--- src/rtl/result_broadcast_arbiter.sv ---
// Per-source result FIFOs drained round-robin onto a single registered,
// valid-only operand-update broadcast bus (one result per cycle).
module result_broadcast_arbiter #(
  parameter int SOURCES     = 4,
  parameter int FIFO_DEPTH  = 2,
  parameter int RS_ID_WIDTH = 5
) (
  input  logic                       clk,
  input  logic                       rst,
  input  logic [SOURCES-1:0]         src_valid,
  output logic [SOURCES-1:0]         src_ready,
  input  logic [RS_ID_WIDTH-1:0]     src_rs_id [SOURCES],
  input  logic [31:0]                src_value [SOURCES],
  output logic                       bcast_valid,
  output logic [RS_ID_WIDTH-1:0]     bcast_rs_id,
  output logic [31:0]                bcast_value,
  output logic [$clog2(SOURCES)-1:0] bcast_source
);

  localparam int SRC_W = $clog2(SOURCES);
  localparam int PTR_W = $clog2(FIFO_DEPTH);
  localparam int CNT_W = PTR_W + 1;
  localparam int ENT_W = RS_ID_WIDTH + 32;

  typedef logic [ENT_W-1:0] entry_t;

  entry_t             mem_r       [SOURCES][FIFO_DEPTH];
  logic [PTR_W-1:0]   wr_ptr_r    [SOURCES];
  logic [PTR_W-1:0]   rd_ptr_r    [SOURCES];
  logic [CNT_W-1:0]   count_r     [SOURCES];
  logic [CNT_W-1:0]   count_nxt_s [SOURCES];
  logic [SOURCES-1:0] ready_r;
  logic [SOURCES-1:0] push_s;
  logic [SOURCES-1:0] pop_s;
  logic [SRC_W-1:0]   last_grant_r;
  logic [SRC_W-1:0]   grant_idx_s;
  logic [SRC_W-1:0]   cand_idx_s;
  logic               grant_valid_s;
  entry_t             head_s;

  // Ready comes from the registered occupancy; reset forces it low immediately.
  assign src_ready = ready_r & {SOURCES{rst}};
  assign push_s    = src_valid & src_ready;

  // Round-robin search starting just after the last granted source.
  always_comb begin
    grant_valid_s = 1'b0;
    grant_idx_s   = {SRC_W{1'b0}};
    cand_idx_s    = {SRC_W{1'b0}};
    for (int i = 1; i <= SOURCES; i++) begin
      cand_idx_s = SRC_W'((int'(last_grant_r) + i) % SOURCES);
      if (!grant_valid_s && (count_r[cand_idx_s] != {CNT_W{1'b0}})) begin
        grant_valid_s = 1'b1;
        grant_idx_s   = cand_idx_s;
      end else begin
        grant_valid_s = grant_valid_s;
      end
    end
  end

  // Pop decode, granted head and next occupancy per FIFO.
  always_comb begin
    pop_s  = {SOURCES{1'b0}};
    head_s = mem_r[grant_idx_s][rd_ptr_r[grant_idx_s]];
    if (grant_valid_s) begin
      pop_s[grant_idx_s] = 1'b1;
    end else begin
      pop_s = {SOURCES{1'b0}};
    end
    for (int s = 0; s < SOURCES; s++) begin
      count_nxt_s[s] = count_r[s] + CNT_W'(push_s[s]) - CNT_W'(pop_s[s]);
    end
  end

  // FIFO storage; contents are don't-care until written, so no reset.
  always_ff @(posedge clk) begin
    for (int s = 0; s < SOURCES; s++) begin
      if (push_s[s]) begin
        mem_r[s][wr_ptr_r[s]] <= {src_rs_id[s], src_value[s]};
      end
    end
  end

  // Pointers, counts, arbiter state and broadcast registers.
  always_ff @(posedge clk) begin
    if (!rst) begin
      for (int s = 0; s < SOURCES; s++) begin
        wr_ptr_r[s] <= {PTR_W{1'b0}};
        rd_ptr_r[s] <= {PTR_W{1'b0}};
        count_r[s]  <= {CNT_W{1'b0}};
      end
      ready_r      <= {SOURCES{1'b0}};
      last_grant_r <= SRC_W'(SOURCES - 1);
      bcast_valid  <= 1'b0;
      bcast_rs_id  <= {RS_ID_WIDTH{1'b0}};
      bcast_value  <= 32'h0000_0000;
      bcast_source <= {SRC_W{1'b0}};
    end else begin
      for (int s = 0; s < SOURCES; s++) begin
        if (push_s[s]) wr_ptr_r[s] <= wr_ptr_r[s] + PTR_W'(1);
        if (pop_s[s])  rd_ptr_r[s] <= rd_ptr_r[s] + PTR_W'(1);
        count_r[s] <= count_nxt_s[s];
        ready_r[s] <= (count_nxt_s[s] < CNT_W'(FIFO_DEPTH));
      end
      if (grant_valid_s) last_grant_r <= grant_idx_s;
      bcast_valid  <= grant_valid_s;
      bcast_rs_id  <= grant_valid_s ? head_s[ENT_W-1:32] : {RS_ID_WIDTH{1'b0}};
      bcast_value  <= grant_valid_s ? head_s[31:0] : 32'h0000_0000;
      bcast_source <= grant_valid_s ? grant_idx_s : {SRC_W{1'b0}};
    end
  end

endmodule

--- config.mk ---
export PLATFORM = sky130hd
export DESIGN_NAME = result_broadcast_arbiter
export DESIGN_NICKNAME = d
export VERILOG_FILES = /design/src/rtl/result_broadcast_arbiter.sv
export SDC_FILE = /design/constraint.sdc
export NUM_CORES = 1
export LEC_CHECK = 0
export ABC_AREA = 1
export BUFFER_PORTS_ARGS = -buffer_cell sky130_fd_sc_hd__clkbuf_2
export CAP_MARGIN = 30
export CORE_ASPECT_RATIO = 1.4
export CORE_MARGIN = 10
export CORE_UTILIZATION = 55
export DETAILED_ROUTE_END_ITERATION = 8
export HOLD_SLACK_MARGIN = 0.03
export PLACE_DENSITY = 0.77
export SLEW_MARGIN = 10
export SYNTH_ARGS = -nofsm -noshare
export SYNTH_HDL_FRONTEND = slang
export SYNTH_SLANG_ARGS = --single-unit
--- constraint.sdc ---
create_clock -name clk -period 4.5 [get_ports clk]
set_input_delay 0.225 -clock clk [delete_from_list [all_inputs] [get_ports clk]]
set_output_delay 0.225 -clock clk [all_outputs]
set_load 0.02 [all_outputs]
==> results of run 1 <==
per-layer routing:
layer  share of wire  vias to the layer above
met5               0                        -
met4           0.039                        0
met3           0.094                      127
met2            0.52                      713
met1            0.35                     5476
li1                -                     5453
state kept, by name, indices dropped and copies added (netlist names), named ones only:
| signal | cells |
|---|---|
| mem_r | 296 |
| bcast_value | 32 |
| count_r | 8 |
| bcast_rs_id | 5 |
| rd_ptr_r | 4 |
| ready_r | 4 |
| wr_ptr_r | 4 |
| bcast_source | 2 |
| last_grant_r | 2 |
| bcast_valid | 1 |
through the flow:
stage | instance area (um^2) | total power (W)
finish | 19000 | 0.0155
detailed placement | 16300 | 0.0123
global route | 19000 | 0.0167
CTS | 18900 | 0.0153
global placement | 16300 | 0.0119
floorplan | 15000 | 0.0105
power groups by stage:
stage / Clock, W / Sequential [W] / Combinational (W)
floorplan: 0 / 0.00436 / 0.00617
global placement: 0 / 0.00426 / 0.00764
detailed placement: 0 / 0.00427 / 0.00798
CTS: 0.00298 / 0.00420 / 0.00816
global route: 0.00314 / 0.00423 / 0.00936
finish: 0.00297 / 0.00421 / 0.00832
cell type report:
type	instances	area [um^2]
fillers	1831	7950
clock buffers	46	980
flip-flops and latches	360	10200
diodes	4	10.0
inverters	151	567
multi-input cells	871	3950
well taps	365	457
clock inverters	17	181
repair buffers	363	2640
Yosys cell counts:
library cell,instances,area share
o21ai_0,36,0.012
clkbuf_1,30,0.0075
buf_4,6,0.0030
xor2_1,2,0.0012
nor4_1,1,0.00042
buf_6,5,0.0038
nor2_1,112,0.028
a21oi_1,6,0.0020
o21ai_1,9,0.0030
nor2_2,2,0.00083
nand3b_1,1,0.00050
o211ai_1,37,0.019
nor4_2,1,0.00083
buf_1,2,0.00050
edfxtp_1,298,0.60
nand2_2,5,0.0021
ha_1,7,0.0058
nor3_1,2,0.00067
inv_1,149,0.037
nand4_1,2,0.00083
nand3_2,1,0.00067
xnor2_1,7,0.0041
buf_2,37,0.012
nand3_1,154,0.051
nand2_1,485,0.12
inv_2,2,0.00050
a21oi_2,1,0.00058
dfxtp_1,62,0.083
worst min-delay path, cell delays in order:
cell      delay [ps]
clkbuf_2          80
nand2_1          210
a21oi_1          100
cell usage in the layout, fill, tap and decap left out, types with 2 or more instances in the layout:
master,instances
nand2_4,7
nand4_1,2
nand3_1,154
clkinv_2,6
nor3_1,2
buf_4,16
ha_1,7
nor2_4,9
o21ai_1,9
clkinv_1,5
o211ai_1,37
clkbuf_8,2
clkbuf_1,7
dfxtp_1,62
dlygate4sd3_1,148
diode_2,4
nor2_1,103
clkbuf_2,197
nand2_1,482
xor2_1,2
nor2_2,2
edfxtp_1,298
o21ai_0,36
inv_2,2
inv_1,149
a21oi_1,6
clkbuf_16,37
xnor2_1,7
bufinv_16,4
cell families after synthesis:
family | Yosys count
XOR/XNOR | 9
AO/OA/AOI/OAI | 89
buffers and inverters | 231
flip-flops | 360
AND/OR/NAND/NOR | 766
adder cells (fa/ha/maj) | 7
path summary, 6_finish.rpt:
kind,startpoint,to,depth (start not counted)
max reg2reg,last_grant_r[0],bcast_value[30],15
min,src_valid[0],wr_ptr_r[0],3
max,last_grant_r[0],bcast_value[30],15
min reg2reg,rd_ptr_r[1],rd_ptr_r[1],1
repair_timing:
action                                 4_1_cts  5_1_grt
hold buffers                               148        0
setup buffers                                0        0
endpoints found under the hold margin      296        0
==> summary.txt, run 1 <==
Floorplanning
  – Initial Util: 0.557
  – Die Height: approximately 220 um
  – Core area: 26,900 um^2
  – Full die area: 34,300 um^2
  – I/O pin cnt: ~200
  – Die X: between 150 and 200 um
  – # rows: 71

Critical path
  – Worst R2R Setup Slack: approximately 760 ps
  – Crit start category: register
  – Crit. End Element: register
  – Crit path top cell by count: nand2_1
  – Setup CP Type: register to register
  – CP arrival: around 4200 ps
  – Slowest stage delay, CP: just over 700 ps
  – WP data required: 4910 ps
  – Slowest-stage cell, CP: dfxtp_1
  – Critical Path, Cell by Cell: inv_2 -> nand2_1 -> nor2_1 -> nor2_1 -> nand2_1 -> nand2_1 -> nand3_4 -> nand2_4 -> nand2_1 -> nand2_1 -> nand2_1 -> nand2_4 -> nand2_1 -> nand2_1 -> nor2_1
  – Top Family by Delay on Critical Path: simple AND/OR/NAND/NOR gates
  – CP Max Fanout: 74
  – Buffers & Inverters on Critical Path: 1

Timing
  – Fmax: approximately 0.27 GHz
  – Max-slew violations: 0
  – Fin crit share: 0.832
  – Setup ws final: between 700 and 800 ps
  – Hold Fails Final Rpt: 0
  – Tmin final: between 3000 and 4000 ps
  – Slew Limit Headroom: 0.316
  – Fin Setup TNS: 0 ps
  – Final hold slack: between 100 and 150 ps
  – Slew @ Worst Pin: ~1000 ps
  – Layout Skew: ~11 ps
  – RSZ-0062 raised after global routing: no
  – Final setup fails: 0

Placed design
  – Final HPWL DP: approximately 24,000 um
  – Placed Cells: about 2,000
  – Pre-CTS setup slack: between 800 and 900 ps
  – Port bufs: between 150 and 200
  – Placer Congestion: ~0.89

Global routing
  – Pin count of the biggest net entering global routing: 78
  – First-pass GRT wire length: 66,300 um
  – Gr busiest metal: met2
  – Met1 GRT Util: 0.277
  – Grt met3 use: 0.0490
  – Number of global-route vias before repair: 12,300
  – GR Util met2: 0.431
  – Total track usage: 0.243
  – GRT overflow: 0
  – Initial antenna violation count: 2

Layout
  – Final core occ: 0.705
  – Layout cells sized above 1: 0.160
  – Final nets: between 1,500 and 2,000
  – P&R area growth vs syn: 26.6%
  – Fin cells: between 2,000 and 2,500

Routing
  – DR iter-0 viols: roughly 940
  – Drt drc: 0
  – Antenna viol nets, final: 0
  – Vias: between 10,000 and 15,000
  – Total wire length: 42,600 um
  – Avg Vias per Cell: 5.41
  – DRT Pass-1 Iters: 6
  – WL/cell: between 15 and 20 um

Pwr
  – Clock power share: 0.192
  – Pwr/cell area: 817 nW/um^2
  – Combinational cell fraction of total power: 0.537
  – Internal power: 0.00822 W
  – Sw frac: 0.470
  – Reg power frac: 0.271
  – Max VDD drop: 0.862 mV
  – Switching pwr: 0.00728 W
  – Leak: between 8 and 9 nW

Yosys
  – Synth Area in Compound Gates: 0.0362
  – Adder-Cell Fraction of Synth Area: 0.00584
  – Post-synthesis net count: roughly 1,600
  – Synthesized area: 15,000 um^2
  – Synthesized netlist cell count: 1,462
  – Synthesis-stage register bit count: between 300 and 400
  – Sequential cell area fraction in the yosys report: 0.680
  – Avg Cell Area, Syn: between 10 and 15 um^2
  – Netlist cell types: 28
  – Post-synthesis xor/xnor area fraction: 0.00526
  – Main combinational cell family by area after synthesis: simple AND/OR/NAND/NOR gates
  – Synth Area in Simple Gates: 0.208
  – Mux contribution to synthesized area: 0
  – Yosys warnings: 0

Clocking
  – CTS resizes: 0
  – Sink Count: 360
  – CTS Buffer Depth: 3
  – Clock transition at path regs: 60 ps
  – CTS Buf Count: 35
  – Skew-Pair Late Insertion Delay: around 520 ps
  – H-tree lvl count: 2
  – CTS tree: yes
  – CTS Root Cell: clkbuf_16

Job
  – Max_cap viols: 0

Hold path
  – Hold Crit Class: input port to register

Outcome
  – Status: complete, no violations
No activity file was read; power rests on OpenSTA's default activity.
==> inputs of run 2 (changes only) <==
ABC_AREA = 0   (was 1)
clock period = 3.9 ns   (was 4.5 ns; I/O delays follow)
==> run 2 against run 1 <==
Against the previous run:
- synthesized cell count decreased by 34%
- clock power rose by 13%
- area after synthesis is 7.0% lower
- global-route usage decreased by 0.31 points
- combinational power fell by 19%
- sequential cell count unchanged
- critical path depth fell by 7
- die area fell by 6.2%
- critical path type unchanged
- largest power group unchanged
==> summary.txt, run 2 <==
Yosys
  – EDFF count, synth: between 200 and 300
  – Synth area leader: edfxtp_1
  – Avg Cell Area, Syn: around 15 um^2
  – Post-synth ARST share: 0
  – Post-synth top cells: edfxtp_1, nand2_1, nand3_1
  – Post-synthesis xor/xnor area fraction: 0.00879
  – Synth Area in Compound Gates: 0.106
  – Synthesized area: 13,900 um^2
  – Sequential cell area fraction in the yosys report: 0.731
  – Mux contribution to synthesized area: 0.0322
  – Post-synthesis net count: 1,122
  – Synth Area in Simple Gates: 0.0876
  – Most numerous cell in the Yosys netlist: edfxtp_1
  – Netlist cell types: between 40 and 50
  – Synthesis-stage register bit count: between 300 and 400
  – Synthesized netlist cell count: between 900 and 1,000
  – Dominant cells by area after synthesis: edfxtp_1, dfxtp_1, mux2_2
  – Synth top area share: 0.642
  – Yosys warnings: 0
  – Adder-Cell Fraction of Synth Area: 0.00628
  – Main combinational cell family by area after synthesis: compound AO/OA/AOI/OAI gates
  – Prevailing post-synth register cell: edfxtp_1

Critical path
  – WP data required: ~4300 ps
  – CP arrival: around 3600 ps
  – R2R cell count: 8
  – Crit start category: register
  – Worst R2R Setup Slack: 680 ps
  – Reg2reg end: bcast_value[11]
  – FF-to-FF Start: count_r[3][0]
  – CP Max Fanout: 39
  – Crit. End Element: register
  – Crit path launch: count_r[3][0]
  – Setup CP Type: register to register
  – Crit path to: bcast_value[11]

Placed design
  – Final HPWL DP: 23,000 um
  – Placer Congestion: approximately 0.88
  – Placed Cells: 1,430
  – Port bufs: about 200

Clocking
  – Clock transition at path regs: around 60 ps
  – CTS Buf Count: 34
  – Sink Count: between 300 and 400
  – CTS resizes: 0
  – H-tree lvl count: 2
  – CTS Buffer Depth: 3
  – Skew-Pair Late Insertion Delay: slightly above 500 ps
  – CTS tree: yes
  – CTS Root Cell: clkbuf_16

Routing
  – Antenna viol nets, final: 0
  – DRT Pass-1 Iters: 5
  – DR iter-0 viols: 1,000
  – Avg Vias per Cell: between 6 and 7
  – Drt drc: 0
  – WL/cell: between 20 and 25 um
  – Vias: roughly 9,900
  – Total wire length: roughly 40,000 um

Floorplanning
  – Core area: about 25,000 um^2
  – Full die area: 32,200 um^2
  – Initial Util: 0.561
  – Die Height: about 210 um
  – Die X: between 150 and 200 um
  – I/O pin cnt: about 200
  – # rows: just under 70

Layout
  – Layout cells sized above 1: 0.256
  – Largest register FFs: 296
  – Commonest non-fill, non-tap cell in the layout: edfxtp_1
  – P&R area growth vs syn: 29.2%
  – Fin cells: around 1,600
  – Leading cell types in the layout, fill and taps excluded: edfxtp_1, clkbuf_2, dlygate4sd3_1
  – Final nets: around 1,500
  – Fillcell total: 1,557

Global routing
  – Number of global-route vias before repair: between 10,000 and 15,000
  – First-pass GRT wire length: 60,900 um
  – Initial antenna violation count: 2
  – Pin count of the biggest net entering global routing: roughly 80
  – Total track usage: 0.240
  – GRT overflow: 0

Pwr
  – Pwr/cell area: 825 nW/um^2
  – Max VDD drop: between 0.9 and 1 mV
  – Leak: a little under 7 nW

Timing
  – Max-slew violations: 0
  – Slew Limit Headroom: 0.336
  – Tmin final: 3220 ps
  – Hold Fails Final Rpt: 0
  – Fmax: a little over 0.3 GHz
  – Slew @ Worst Pin: ~1000 ps
  – Fin crit share: 0.826
  – Layout Skew: between 15 and 20 ps
  – Fin Setup TNS: 0 ps
  – RSZ-0062 raised after global routing: no
  – Final setup fails: 0

Outcome
  – Status: complete, no violations

Job
  – Max_cap viols: 0

Hold path
  – Hold Crit Class: input port to register
run 2: metrics by stage:
| step | power, W | hold WS, ps | setup WS, ps | instance area [um^2] | utilization |
|---|---|---|---|---|---|
| 2_1_floorplan | 0.00953 | 294 | 1050 | 13900 | - |
| 3_3_place_gp | 0.0111 | 385 | 611 | 15300 | 0.615 |
| 3_5_place_dp | 0.0113 | 388 | 724 | 15400 | 0.619 |
| 4_1_cts | 0.0148 | 59.7 | 719 | 18000 | 0.725 |
| 5_1_grt | 0.0156 | 106 | 496 | 18000 | 0.725 |
| 6_report | 0.0149 | 64.4 | 678 | 18000 | 0.725 |
run 2: logic make-up (layout without fill, tap and decap cells):
family / count (synthesis) / after routing
other: 0 / 2
xor gates and xnor gates: 14 / 14
and+or+nand+nor: 251 / 251
DFF: 360 / 360
adders and majority gates: 7 / 7
AOI/OAI and AO/OA: 206 / 206
muxes: 39 / 39
buffers and inverters: 84 / 449
run 2: where the power goes:
group / total, W / switching (W) / internal, W
logic: 0.00670 / 0.00414 / 0.00256
registers: 0.00481 / 0.000183 / 0.00463
clock network: 0.00335 / 0.00139 / 0.00196
total: 0.0149 / 0.00572 / 0.00915
run 2: worst min path at each step:
| stage | from | endpoint | slack (ps) | depth (start not counted) |
|---|---|---|---|---|
| floorplan | src_value[96] | mem_r[0][0] | 290 | 0 |
| detailed placement | src_value[0] | mem_r[3][37] | 390 | 1 |
| CTS | src_valid[2] | wr_ptr_r[2] | 60 | 4 |
| finish | src_valid[2] | wr_ptr_r[2] | 60 | 4 |
| global placement | src_rs_id[12] | mem_r[1][71] | 390 | 1 |
| global route | src_valid[2] | wr_ptr_r[2] | 110 | 4 |
run 2: area by class of cell:
class | count | area (um^2) | area share
diodes | 2 | 5.00 | 0.000278
clock buffers | 49 | 1020 | 0.0566
clock inverters | 12 | 118 | 0.00653
inverters | 11 | 41.3 | 0.00229
multi-input cells | 517 | 3450 | 0.191
flip-flops and latches | 360 | 10200 | 0.566
well taps | 315 | 394 | 0.0219
repair buffers | 377 | 2800 | 0.155
run 2: repair_timing:
item                       CTS  global route
setup endpoints to repair    0             0
hold endpoints to repair   298             0
setup buffers                0             0
hold buffers               150             0
run 2: routing by layer:
layer	track usage	part of all wire
met2	0.429	0.53
met3	0.0436	0.083
met1	0.274	0.35
met4	0.101	0.033
met5	0	0
run 2: worst max-delay path, stage by stage, from the launching register on:
cell and delay [ps]:
dfxtp_1 440, nor2_2 120, mux4_2 580, o2bb2a_4 380, nand2_4 480, buf_4 390, mux2_2 390, o211ai_1 170
a21oi_1 90
